`src/rtl/hazard_ctrl.sv`:
```
// Hazard and sequencing controller for the 5-stage pipeline: operand forwarding,
// load-use / branch stall-flush generation and a multi-cycle execute unit sequencer.
module hazard_ctrl #(
  parameter int TIMEOUT = 64,
  parameter int CNT_W   = 32
) (
  input  logic             clk,
  input  logic             reset,
  input  logic [4:0]       Rs1D,
  input  logic [4:0]       Rs2D,
  input  logic [4:0]       Rs1E,
  input  logic [4:0]       Rs2E,
  input  logic [4:0]       RdE,
  input  logic [4:0]       RdM,
  input  logic [4:0]       RdW,
  input  logic             RegWriteM,
  input  logic             RegWriteW,
  input  logic             ResultSrcE0,
  input  logic             PCSrcE,
  input  logic             McStartE,
  input  logic             McDone,
  output logic [1:0]       ForwardAE,
  output logic [1:0]       ForwardBE,
  output logic             StallF,
  output logic             StallD,
  output logic             StallE,
  output logic             FlushD,
  output logic             FlushE,
  output logic             FlushM,
  output logic             McBusy,
  output logic             McError,
  output logic [CNT_W-1:0] StallCount
);

  localparam int TMO_W = $clog2(TIMEOUT + 1);
  localparam logic [TMO_W-1:0] TMO_LAST = TMO_W'(TIMEOUT - 1);

  typedef enum logic [1:0] {
    IDLE = 2'd0,
    BUSY = 2'd1,
    ERR  = 2'd2
  } state_t;

  state_t           state, state_nxt;
  logic [TMO_W-1:0] tmo_cnt, tmo_cnt_nxt;
  logic             mc_stall;
  logic             lw_stall;
  logic [1:0]       fwd_a, fwd_b;

  // The M stage holds the younger result, so it wins over W; x0 is never forwarded.
  function automatic logic [1:0] fwd_sel(input logic [4:0] rs,
                                         input logic [4:0] rd_m,
                                         input logic [4:0] rd_w,
                                         input logic       wr_m,
                                         input logic       wr_w);
    if (wr_m && (rd_m != 5'd0) && (rd_m == rs))
      return 2'b10;
    else if (wr_w && (rd_w != 5'd0) && (rd_w == rs))
      return 2'b01;
    else
      return 2'b00;
  endfunction

  function automatic logic [CNT_W-1:0] sat_inc(input logic [CNT_W-1:0] v);
    return (&v) ? v : v + 1'b1;
  endfunction

  assign fwd_a    = fwd_sel(Rs1E, RdM, RdW, RegWriteM, RegWriteW);
  assign fwd_b    = fwd_sel(Rs2E, RdM, RdW, RegWriteM, RegWriteW);
  assign lw_stall = ResultSrcE0 && (RdE != 5'd0) && ((Rs1D == RdE) || (Rs2D == RdE));

  always_comb begin
    state_nxt   = state;
    tmo_cnt_nxt = tmo_cnt;
    mc_stall    = 1'b0;
    case (state)
      IDLE: begin
        if (McStartE && !McDone) begin
          mc_stall    = 1'b1;
          state_nxt   = BUSY;
          tmo_cnt_nxt = '0;
        end
      end
      BUSY: begin
        mc_stall    = !McDone;
        tmo_cnt_nxt = tmo_cnt + 1'b1;
        if (McDone)
          state_nxt = IDLE;
        else if (tmo_cnt == TMO_LAST)
          state_nxt = ERR;
      end
      ERR: begin
        mc_stall = 1'b1;
      end
      default: begin
        state_nxt = IDLE;
      end
    endcase
  end

  always_ff @(posedge clk) begin
    if (reset) begin
      state   <= IDLE;
      tmo_cnt <= '0;
    end else begin
      state   <= state_nxt;
      tmo_cnt <= tmo_cnt_nxt;
    end
  end

  // Reset forces a clean pipeline: no stalls, flushes or forwarding while asserted.
  always_comb begin
    ForwardAE = 2'b00;
    ForwardBE = 2'b00;
    StallF    = 1'b0;
    StallD    = 1'b0;
    StallE    = 1'b0;
    FlushD    = 1'b0;
    FlushE    = 1'b0;
    FlushM    = 1'b0;
    if (!reset) begin
      ForwardAE = fwd_a;
      ForwardBE = fwd_b;
      StallF    = lw_stall || mc_stall;
      StallD    = lw_stall || mc_stall;
      StallE    = mc_stall;
      FlushD    = PCSrcE && !mc_stall;
      FlushE    = (lw_stall || PCSrcE) && !mc_stall;
      FlushM    = mc_stall;
    end
  end

  assign McBusy  = (state == BUSY);
  assign McError = (state == ERR);

  always_ff @(posedge clk) begin
    if (reset)
      StallCount <= '0;
    else if (StallF)
      StallCount <= sat_inc(StallCount);
  end

endmodule

```
`config.mk`:
```
export PLATFORM = sky130hd
export DESIGN_NAME = hazard_ctrl
export DESIGN_NICKNAME = d
export VERILOG_FILES = /design/src/rtl/hazard_ctrl.sv
export SDC_FILE = /design/constraint.sdc
export NUM_CORES = 1
export LEC_CHECK = 0
export CORE_AREA = 5 5 108 59
export DETAILED_ROUTE_END_ITERATION = 16
export DIE_AREA = 0 0 113 64
export PLACE_DENSITY_LB_ADDON = 0.1
export REMOVE_ABC_BUFFERS = 1
export SLEW_MARGIN = 25
export SYNTH_ARGS = -nofsm -noshare
export SYNTH_HDL_FRONTEND = slang
export SYNTH_SLANG_ARGS = --single-unit
```
`constraint.sdc`:
```
create_clock -name clk -period 3.6 [get_ports clk]
set_clock_uncertainty 0.1 [all_clocks]
set_input_delay 0.72 -clock clk [delete_from_list [all_inputs] [get_ports clk]]
set_output_delay 0.72 -clock clk [all_outputs]
set_load 0.01 [all_outputs]
```
Word-level counts from Yosys, hierarchy flattened
Index checks and enable logic that the tools add are counted.

Register bits: 41. Input port bits: 43. Output and inout port bits: 44. Word-level logic and storage cells: 61.

Add/sub/neg operators: 2. Equal/unequal tests: 11. Muxes and demuxes: 18. Bitwise gates (word level): 2. Reductions and logical operators: 25.

Operator list (count): adder 32 x 1 -> 32 bit, second input constant (1); AND reduction 32 bit (1); == test 5 bit (6); nonzero test 5 bit (3); two-way mux 2 bit (7); case mux 7 bit (2 select lines) (1); logical AND 1 bit (11); adder 7 x 1 -> 7 bit, second input constant (1); == test 7 x 6 -> 1 bit, second input constant (1); two-way mux 1 bit (7); two-way mux 7 bit (1); case mux 2 bit (3 select lines) (1); AND reduction 2 bit (2); logical OR 1 bit (3); inequality test 3 x 2 -> 1 bit, second input constant (1); case mux 1 bit (3 select lines) (1); AND reduction 3 bit (1); == test 2 x 1 -> 1 bit, second input constant (1); == test 2 bit, second input constant (1); zero test 1 bit (2); zero test 2 bit (1); inequality test 2 bit, second input constant (1); inverter 1 bit (2); nonzero test 2 bit (1).

Logic depth before layout (Yosys ltp)
Gate-level depths: netlist of run 1.

Depth after elaboration: 7. Mapped depth: 10. Mapped depth without buffers: 7.

Worst setup path before layout of run 1
No wires, ideal clock.

Path type: input-to-output. From: input RdE[1]. To: output StallF. Arrival time: 2.160 ns. Required time: 2.780 ns. Slack: 0.620 ns. Cell stages on the path: 7. Path buffers: 3. Cells stage by stage: or4_1 > o21ai_0 > o21ba_2 > buf_2 > buf_2 > nor2_1 > buf_4.

Cells in the longest elaborated chain, start to end: 5. Elaborated cells between the ends (all ways): 8. Classes of those cells: eq/ne: 2; mux: 1; reduce/logical: 5.

RTL lines: start: declaration (line 13) `input logic [4:0] RdE,`; == test 5 bit or nonzero test 5 bit (tied branches) (line 70) `assign lw_stall = ResultSrcE0 && (RdE != 5'd0) && ((Rs1D == RdE) || (Rs2D == RdE));`; logical OR 1 bit or logical AND 1 bit (tied branches) (line 70); logical AND 1 bit * (line 70); logical OR 1 bit *; two-way mux 1 bit *; end: declaration (line 24) `output logic StallF,`.

Every way passes the cells marked *; elsewhere a longest branch is shown, timed or not.

Worst setup path in the final report of run 1
From: input RdE[0]. To: output StallF.

Cells in the longest elaborated chain, start to end: 5. Elaborated cells between the ends (all ways): 8. Classes of those cells: eq/ne: 2; mux: 1; reduce/logical: 5.

RTL lines: == test 5 bit or nonzero test 5 bit (tied branches) (line 70); logical OR 1 bit or logical AND 1 bit (tied branches) (line 70); logical AND 1 bit * (line 70); logical OR 1 bit * (line 124) `StallF = lw_stall || mc_stall;`; two-way mux 1 bit * (line 121) `if (!reset) begin`.

Marks and branches as above.

==> results of run 1 <==
-- metal layers --
metal | GRT usage, % | up-vias
met2 | 28.5 | 65
met4 | 2.25 | 0
met1 | 30.6 | 1169
li1 | - | 1273
met3 | 4.90 | 2
met5 | 0 | -
-- per-stage QoR --
step / hold WS, ns / setup TNS (ns)
after floorplan: 0.343 / 0
after global placement: 0.372 / -0.337
after detailed placement: 0.385 / -0.417
after CTS: 0.397 / 0
after global routing: 0.431 / 0
final: 0.400 / 0
-- cell families (layout without fill, tap and decap cells) --
group,Yosys count,in the layout,synth area share [%]
compound gates,27,27,6.09
buf+inv,18,112,3.96
simple gates,164,164,35.8
xor+xnor,56,56,19.4
fa+ha+maj,2,2,0.990
mux,3,3,1.29
flops,41,41,32.5
-- what timing repair did --
item                                   4_1_cts  5_1_grt
cloned                                       0        0
endpoints found under the hold margin        0        0
resized for setup                            4        2
pin swaps                                    0        0
setup endpoints to repair                    2        3
-- layout make-up --
| cell class | count | area share, % |
|---|---|---|
| clock buffer | 5 | 1.92 |
| multi-input combinational | 252 | 45.0 |
| tap | 73 | 2.54 |
| timing repair buffer | 101 | 26.9 |
| inverter | 3 | 0.314 |
| clock inverter | 3 | 0.488 |
| sequential | 41 | 22.9 |
-- flip-flops by register name (all words and copies together) (netlist names) --
name	count
StallCount	32
state	2
tmo_cnt	7
-- power by group --
group	total, mW	leakage [nW]	switching [mW]	internal [mW]
clock	0.299	0.0439	0.165	0.134
sequential	0.461	0.331	0.00421	0.457
combinational	0.168	0.845	0.0766	0.0916
total	0.928	1.22	0.245	0.682
-- how the worst max path moves through the flow --
stage,cells past startpoint,slack [ns],end,start
finish,7,0.14,StallF,RdE[0]
global route,8,0.03,FlushE,RdE[0]
detailed placement,7,-0.21,ForwardBE[0],RdM[1]
global placement,7,-0.20,ForwardBE[0],RdM[1]
CTS,6,0.07,StallF,RdE[2]
floorplan,4,0.68,StallD,RdE[1]
-- worst register-to-register path: stages (launching register included) --
cell	delay, ns
dfxtp_1	0.44
and4_1	0.39
nand2_1	0.15
nor4_1	0.41
and4_1	0.43
buf_4	0.32
nor3_1	0.11
xnor2_1	0.16
nor2_1	0.06
-- cells in the final DEF (no fill, tap or decap), types with 3 or more instances in the layout --
cell type        count
o21ai_0             11
clkbuf_8             5
nand2_1             16
nor2b_1              6
nor3_1              20
nor3_2               3
nor4_1              12
and3_1               6
nand3_1             17
xnor2_1             38
a22oi_1              3
buf_4               15
inv_1                3
and4_1               5
nand4_1              6
clkdlybuf4s50_1     83
nor2_1              49
or4_1                4
or3_1                4
dfxtp_1             41
a21oi_1              8
xor2_1              18
and2_1               3
nor3b_1              4
==> metrics.yaml, run 1 <==
placed_design:
  placedCellCount: 470
  place_ws_ns: -0.212
  globalplace.congestion: 0.871
  placement.cell_area_um2: 3500
  dp_hpwl_mm: 5.69
  port_buffers: 86
floorplanning:
  io_pins: 87
  fp.dieW_um: 113
  dieHeight_um: 64
  initial_utilization_pct: 47.7
  rows: 19
  core_um2: 5300
  die-area_um2: 7230
setup_path:
  rrSetupSlack_ns: 0.92
  endpoint_kind: "output pin"
  cpLargestDelayFamily: "buffers and inverters"
  crit_path_max_incr_delay_ns: 0.55
  worstReg2RegStart: "StallCount[2]"
  slowest_stage: "clkdlybuf4s50_1"
  rr_worst_depth: 8
  path_max_fanout: 3
  path_class: "input pin to output pin"
  worst-path-buf-inv: 2
  r2r-end: "StallCount[9]"
  arrival_ns: 2.64
  crit_top_cell: "clkdlybuf4s50_1"
  crit_chain: "clkdlybuf4s50_1, xor2_1, nor3_2, a22oi_1, o21ba_2, nor2_1, clkdlybuf4s50_1"
  critPathRequiredTime_ns: 2.78
  critPathLaunchType: "input pin"
synth:
  ys_seq_area_share_pct: 32.5
  synth-edff-count: 0
  synth_cell_types: 38
  synth-main-ff-cell: "dfxtp_1"
  yosys.area.top_type: "dfxtp_1"
  ys_top_cells_by_area: "dfxtp_1, xnor2_1, nor2_1"
  syn-instance-count: 311
  syn_avg_cell_area_um2: 8.12
  synthTopCellsByCount: "nor2_1, dfxtp_1, xnor2_1, nor3_1, xor2_1"
  ys_warn_count: 0
  syn_area_um2: 2530
  yosysMostFrequentCell: "nor2_1"
  async_reset_ff_share_pct: 0
  yosys_register_bits: 41
  synthDominantCellAreaShare_pct: 32.5
final_layout:
  seq_area_um2: 821
  n_fill_cell: 469
  stdcell_area_um2: 3590
  instances_no_fill: 478
  utilization_pct: 67.7
  multi_input_area_um2: 1610
  nets: 449
  drive_gt1_share_pct: 9.14
  synthToLayoutAreaGrowth_pct: 42.1
  antenna_cells: 0
sta:
  max-slew-margin-rel_pct: 63.7
  tightestPinTransition_ns: 0.540
  final_hold_viol_count: 0
  rsz0062_at_grt: "false"
  layout_setup_ws_ns: 0.135
  max_freq_mhz: 289
  min_period_ns: 3.46
  finalCritPeriodShare_pct: 96.2
  slew_viol_final: 0
  finalSetupViolations: 0
pwr:
  total_leakage_power_nw: 1.22
  irDropWorstVdd_mv: 0.208
  pwr_density_cell_nw_per_um2: 258
  p_total_mw: 0.928
cts:
  cts_root_buffer: "clkbuf_8"
  post_cts_buffers: 0
  htree_levels: 2
  cts.sinks: 41
  cts_buffer_depth: 2
  path_clk_slew_ns: 0.09
  cts_buffers: 5
  worst_skew_pair.late_latency_ns: 0.29
  postCtsHoldBufs: 0
  cts_tree: "done"
route:
  wl_per_cell_um: 15.1
  drtAntennaViolNets: 0
  via_per_inst: 5.25
  wl_met1_mm: 3.84
  wirelength_mm: 7.22
  wl_met2_mm: 2.94
  dr.pass1.iters: 4
  drtIter0Drc: 137
  vias: 2509
  drcViolationCount: 0
  route.met3.wl_um: 423
  topRoutingLayerUsed: "met4"
run_status:
  status: "finished, final reports clean"
global_route:
  grt_pass1_wl_mm: 12.0
  grt_antenna_before_repair: 0
  grt.overflow.total: 0
  grt_max_degree: 48
  first_global_vias: 2437
  track_usage_pct: 19.9
min_path:
  hold_depth: 1
  min_delay_worst_endpoint: "tmo_cnt[5]"
  hold_path_class: "flip-flop to flip-flop"
  hp-start: "tmo_cnt[5]"
flow_run:
  maxCapViolCount: 0
(Power assumes the default switching activity.)
==> inputs of run 2 (changes only) <==
Settings changed: CORE_AREA 5 5 108 59 to 5 5 106 58, CTS_BUF_LIST from default to sky130_fd_sc_hd__clkbuf_8, DIE_AREA 0 0 113 64 to 0 0 111 63, SKIP_CTS_REPAIR_TIMING from default to 1.
==> run 2 against run 1 <==
Compared with the run above: sequential share of layout area decreased by 0.22 points; combinational power hardly changed; final cell count decreased by 0.21%; worst hold slack better by 0.011 ns; power is 9.7% higher; via count is 1.8% higher; largest power group unchanged; sequential power about the same.
==> metrics.yaml, run 2 (synthesis gave the netlist of run 1 again) <==
sta:
  tightestPinTransition_ns: 0.548  # +0.00802 ns
  final_hold_viol_count: 0  # unchanged
  min_period_ns: 3.44  # -0.0267 ns
  layout_setup_ws_ns: 0.162  # +0.0267 ns
  tns_ns: 0  # unchanged
  finalCritPeriodShare_pct: 95.5  # -0.74 points
  slew_viol_final: 0  # unchanged
  max-slew-margin-rel_pct: 63.1  # -0.54 points
  rsz0062_at_grt: "false"
  finalSetupViolations: 0  # unchanged
  max_freq_mhz: 291  # +0.78%
route:
  drtIter0Drc: 150  # +9.5%
  vias: 2553  # +1.8%
  via_per_inst: 5.35  # +2.0%
  drtAntennaViolNets: 0  # unchanged
  wl_per_cell_um: 14.6  # -3.3%
  dr.pass1.iters: 4  # unchanged
  drcViolationCount: 0  # unchanged
  wirelength_mm: 6.97  # -3.5%
final_layout:
  antenna_cells: 0  # unchanged
  nets: 448  # -0.22%
  stdcell_area_um2: 3620  # +0.98%
  final_common_cell: "clkdlybuf4s50_1"
  largest-register: "StallCount"
  largest_reg_flops: 32  # unchanged
  n_fill_cell: 420  # -10%
  largest_registers: "StallCount: 32 flops, tmo_cnt: 7 flops, state: 2 flops"
  synthToLayoutAreaGrowth_pct: 43.5
  layout_common_cells: "clkdlybuf4s50_1, nor2_1, dfxtp_1"
  seq_area_um2: 821  # unchanged
  drive_gt1_share_pct: 8.66  # -0.47 points
  multi_input_area_um2: 1610  # -0.23%
pwr:
  power_switching_mw: 0.245  # -0.24%
  total_leakage_power_nw: 1.29  # +5.4%
  pwr-share-comb_pct: 16.2  # -1.9 points
  p_total_mw: 1.02  # +9.7%
  seqPwrFrac_pct: 45.3  # -4.4 points
  irDropWorstVdd_mv: 0.205  # -1.3%
  intPower_mw: 0.773  # +13%
  pwr-share-clk_pct: 38.5  # +6.3 points
  pwr_density_cell_nw_per_um2: 281  # +8.6%
  switching_share_pct: 24.1  # -2.4 points
setup_path:
  arrival_ns: 2.62  # -0.02 ns
  path_max_fanout: 3  # unchanged
  r2r-end: "StallCount[12]"
  critPathRequiredTime_ns: 2.78  # about the same
  critPathLaunchType: "input pin"
  startpoint: "RdE[2]"
  path_class: "input pin to output pin"
  rr_worst_depth: 7  # -1
  endpoint_kind: "output pin"
  rrSetupSlack_ns: 0.80  # -0.12 ns
  worstReg2RegStart: "StallCount[2]"
placed_design:
  placement.cell_area_um2: 3490  # -0.21%
  port_buffers: 86  # unchanged
  place_ws_ns: -0.0761  # +0.136 ns
  globalplace.congestion: 0.823  # -5.5%
  dp_hpwl_mm: 5.57  # -2.2%
min_path:
  hp-start: "tmo_cnt[1]"
  min_delay_worst_endpoint: "tmo_cnt[1]"
  hold_path_class: "flip-flop to flip-flop"
  hold_depth: 2  # +1
floorplanning:
  dieHeight_um: 63  # -1.6%
  fp.dieW_um: 111  # -1.8%
  die-area_um2: 6990  # -3.3%
  initial_utilization_pct: 48.5  # +0.87 points
  rows: 19  # unchanged
  core_um2: 5210  # -1.8%
  io_pins: 87  # unchanged
cts:
  htree_levels: 2  # unchanged
  cts.sinks: 41  # unchanged
  cts_tree: "done"
  worst_skew_pair.late_latency_ns: 0.29  # about the same
  path_clk_slew_ns: 0.08  # about the same
  cts_root_buffer: "clkbuf_8"
  cts_buffer_depth: 2  # unchanged
  cts_buffers: 5  # unchanged
global_route:
  grt_antenna_before_repair: 0  # unchanged
  grt_util_met1_pct: 29.3  # -1.3 points
  track_usage_pct: 19.9  # +0.062 points
  grt.overflow.total: 0  # unchanged
  first_global_vias: 2403  # -1.4%
  grt_pass1_wl_mm: 11.5  # -3.6%
  grt_max_degree: 34  # -29%
  gr-usage-met2_pct: 29.1  # +0.54 points
  grt_use_met3_pct: 5.51  # +0.61 points
  grt-busiest-layer: "met1"
flow_run:
  maxCapViolCount: 0  # unchanged
run_status:
  status: "finished, final reports clean"
-- run 2: layout make-up --
class	count	area share (%)
Multi-Input combinational cell	252	44.4
Clock buffer	6	2.28
Inverter	3	0.311
Sequential cell	41	22.6
Tap cell	73	2.52
Clock inverter	2	1.04
Timing Repair Buffer	100	26.8
-- run 2: how the worst max path moves through the flow --
| stage | end | slack [ns] |
|---|---|---|
| 2_1_floorplan | StallD | 0.68 |
| 3_3_place_gp | ForwardAE[0] | -0.05 |
| 3_5_place_dp | ForwardAE[0] | -0.08 |
| 4_1_cts | ForwardAE[0] | -0.08 |
| 5_1_grt | StallF | 0.03 |
| 6_report | StallF | 0.16 |
-- run 2: metrics by stage --
step,instances,util (%),hold slack (ns)
2_1_floorplan,296,-,0.343
3_3_place_gp,469,67.0,0.382
3_5_place_dp,469,67.0,0.390
4_1_cts,477,69.3,0.401
5_1_grt,477,69.6,0.440
6_report,477,69.6,0.411
-- run 2: critical path: stages --
cell             delay (ns)
clkdlybuf4s50_1        0.48
or4_1                  0.53
o21ai_1                0.17
o21ba_2                0.17
nor2_1                 0.06
clkdlybuf4s50_1        0.49
-- run 2: routing by layer --
metal / wire length [um] / up-vias
li1: - / 1280
met1: 3490 / 1206
met2: 3020 / 63
met3: 417 / 4
met4: 38 / 0
met5: 0 / -
-- run 2: power by group through the flow --
| stage | registers, mW | logic, mW | clock network [mW] |
|---|---|---|---|
| 3_3_place_gp | 0.471 | 0.163 | 0 |
| 6_report | 0.461 | 0.165 | 0.392 |
| 3_5_place_dp | 0.472 | 0.165 | 0 |
| 2_1_floorplan | 0.472 | 0.0604 | 0 |
| 5_1_grt | 0.462 | 0.181 | 0.418 |
| 4_1_cts | 0.461 | 0.165 | 0.397 |
==> inputs of run 3 (changes only) <==
Settings changed: SETUP_SLACK_MARGIN from default to 0.02.
==> run 3 against run 2 <==
Compared with the run above: setup slack better by 0.079 ns; sequential cell count unchanged; cell area hardly changed; critical endpoint is now ForwardBE[1]; die area unchanged; wire length up 0.14%; combinational power about the same; non-clock buffer count unchanged.
==> metrics.yaml, run 3 (synthesis gave the netlist of run 1 again) <==
final_layout:
  nets: 448  # unchanged
  synthToLayoutAreaGrowth_pct: 43.6  # about the same
  final_common_cell: "clkdlybuf4s50_1"
  largest_reg_flops: 32  # unchanged
  antenna_cells: 0  # unchanged
  instances_no_fill: 477  # unchanged
  layout_common_cells: "clkdlybuf4s50_1, nor2_1, dfxtp_1"
  largest_registers: "StallCount: 32 flops, tmo_cnt: 7 flops, state: 2 flops"
  largest-register: "StallCount"
  drive_gt1_share_pct: 8.66  # unchanged
setup_path:
  crit_path_max_incr_delay_ns: 0.55  # +0.02 ns
  slowest_stage: "or4_1"
  critPathRequiredTime_ns: 2.78  # about the same
  arrival_ns: 2.54  # -0.08 ns
  cpLargestDelayFamily: "buffers and inverters"
  worst-path-buf-inv: 3  # +1
  endpoint_kind: "output pin"
  crit_top_cell: "clkdlybuf4s50_1"
  path_class: "input pin to output pin"
  crit_chain: "clkdlybuf4s50_1, or4_1, o21ai_1, buf_4, nor4_1, clkdlybuf4s50_1"
  path_max_fanout: 3  # unchanged
  critPathLaunchType: "input pin"
global_route:
  grt_pass1_wl_mm: 11.5  # unchanged
  grt_antenna_before_repair: 0  # unchanged
  track_usage_pct: 19.9  # unchanged
  first_global_vias: 2403  # unchanged
  grt_max_degree: 34  # unchanged
  grt.overflow.total: 0  # unchanged
pwr:
  pwr_density_cell_nw_per_um2: 281  # about the same
  irDropWorstVdd_mv: 0.205  # about the same
  total_leakage_power_nw: 1.30  # +1.2%
sta:
  slew_viol_final: 0  # unchanged
  max_freq_mhz: 298  # +2.4%
  tightestPinTransition_ns: 0.559  # +0.0113 ns
  rsz0062_at_grt: "false"
  finalCritPeriodShare_pct: 93.3  # -2.2 points
  final_hold_viol_count: 0  # unchanged
  max-slew-margin-rel_pct: 62.4  # -0.76 points
  min_period_ns: 3.36  # -0.0795 ns
  layout_setup_ws_ns: 0.241  # +0.0795 ns
  finalSetupViolations: 0  # unchanged
route:
  dr.pass1.iters: 4  # unchanged
  route.met3.wl_um: 410  # -1.7%
  wl_met2_mm: 3.03  # +0.43%
  wirelength_mm: 6.98  # +0.14%
  drtIter0Drc: 122  # -19%
  drcViolationCount: 0  # unchanged
  drtAntennaViolNets: 0  # unchanged
  topRoutingLayerUsed: "met4"
  vias: 2551  # -0.078%
  wl_met1_mm: 3.50  # +0.14%
  via_per_inst: 5.35  # about the same
  wl_per_cell_um: 14.6  # +0.14%
floorplanning:
  initial_utilization_pct: 48.5  # unchanged
  rows: 19  # unchanged
  io_pins: 87  # unchanged
  dieHeight_um: 63  # unchanged
  die-area_um2: 6990  # unchanged
  core_um2: 5210  # unchanged
  fp.dieW_um: 111  # unchanged
cts:
  cts_root_buffer: "clkbuf_8"
  path_clk_slew_ns: 0.08  # about the same
  htree_levels: 2  # unchanged
  cts_tree: "done"
  cts.sinks: 41  # unchanged
  cts_buffer_depth: 2  # unchanged
  cts_buffers: 5  # unchanged
  worst_skew_pair.late_latency_ns: 0.29  # about the same
placed_design:
  dp_hpwl_mm: 5.57  # unchanged
  placedCellCount: 469  # unchanged
  globalplace.congestion: 0.823  # unchanged
  port_buffers: 86  # unchanged
  place_ws_ns: -0.0761  # unchanged
flow_run:
  maxCapViolCount: 0  # unchanged
min_path:
  hold_path_class: "flip-flop to flip-flop"
run_status:
  status: "finished, final reports clean"
==> run 3: worst paths after layout <==
kind	from	end	slack [ns]	cells past startpoint
worst min-delay path	tmo_cnt[1]	tmo_cnt[1]	0.41	2
worst min register to register	tmo_cnt[1]	tmo_cnt[1]	0.41	2
worst max-delay path	RdM[1]	ForwardBE[1]	0.24	6
worst max register to register	StallCount[2]	StallCount[12]	0.81	7
==> run 3: stage by stage <==
| step | utilization (%) | power (mW) | instance area, um2 | hold slack [ns] | setup TNS [ns] |
|---|---|---|---|---|---|
| after floorplan | - | 0.532 | 2440 | 0.343 | 0 |
| after global placement | 67.0 | 0.634 | 3490 | 0.382 | -0.100 |
| after detailed placement | 67.0 | 0.636 | 3490 | 0.390 | -0.139 |
| after CTS | 69.3 | 1.02 | 3610 | 0.401 | -0.138 |
| after global routing | 69.7 | 1.06 | 3630 | 0.440 | 0 |
| final | 69.7 | 1.02 | 3630 | 0.411 | 0 |
==> run 3: where the power goes <==
part / switching [mW] / internal [mW]
clock: 0.166 / 0.226
sequential: 0.00423 / 0.457
combinational: 0.0746 / 0.0903
total: 0.245 / 0.773
==> run 3: tightest hold or removal path, delay by kind of cell, from the launching register on <==
family,cells,cell delay [ns]
flops,1,0.33
compound gates,2,0.14
==> run 3: area by class of cell <==
| type | instances | area (um2) |
|---|---|---|
| multi-input combinational | 252 | 1610 |
| fill | 419 | 1580 |
| timing repair buffer | 100 | 973 |
| sequential | 41 | 821 |
| tap | 73 | 91.3 |
| clock buffer | 6 | 82.6 |
| clock inverter | 2 | 37.5 |
| inverter | 3 | 11.3 |
==> run 3: routing by layer <==
| metal | vias to the layer above | track usage [%] |
|---|---|---|
| met1 | 1207 | 29.3 |
| met5 | - | 0 |
| met3 | 4 | 5.51 |
| met2 | 61 | 29.1 |
| met4 | 0 | 3.69 |
| li1 | 1279 | - |
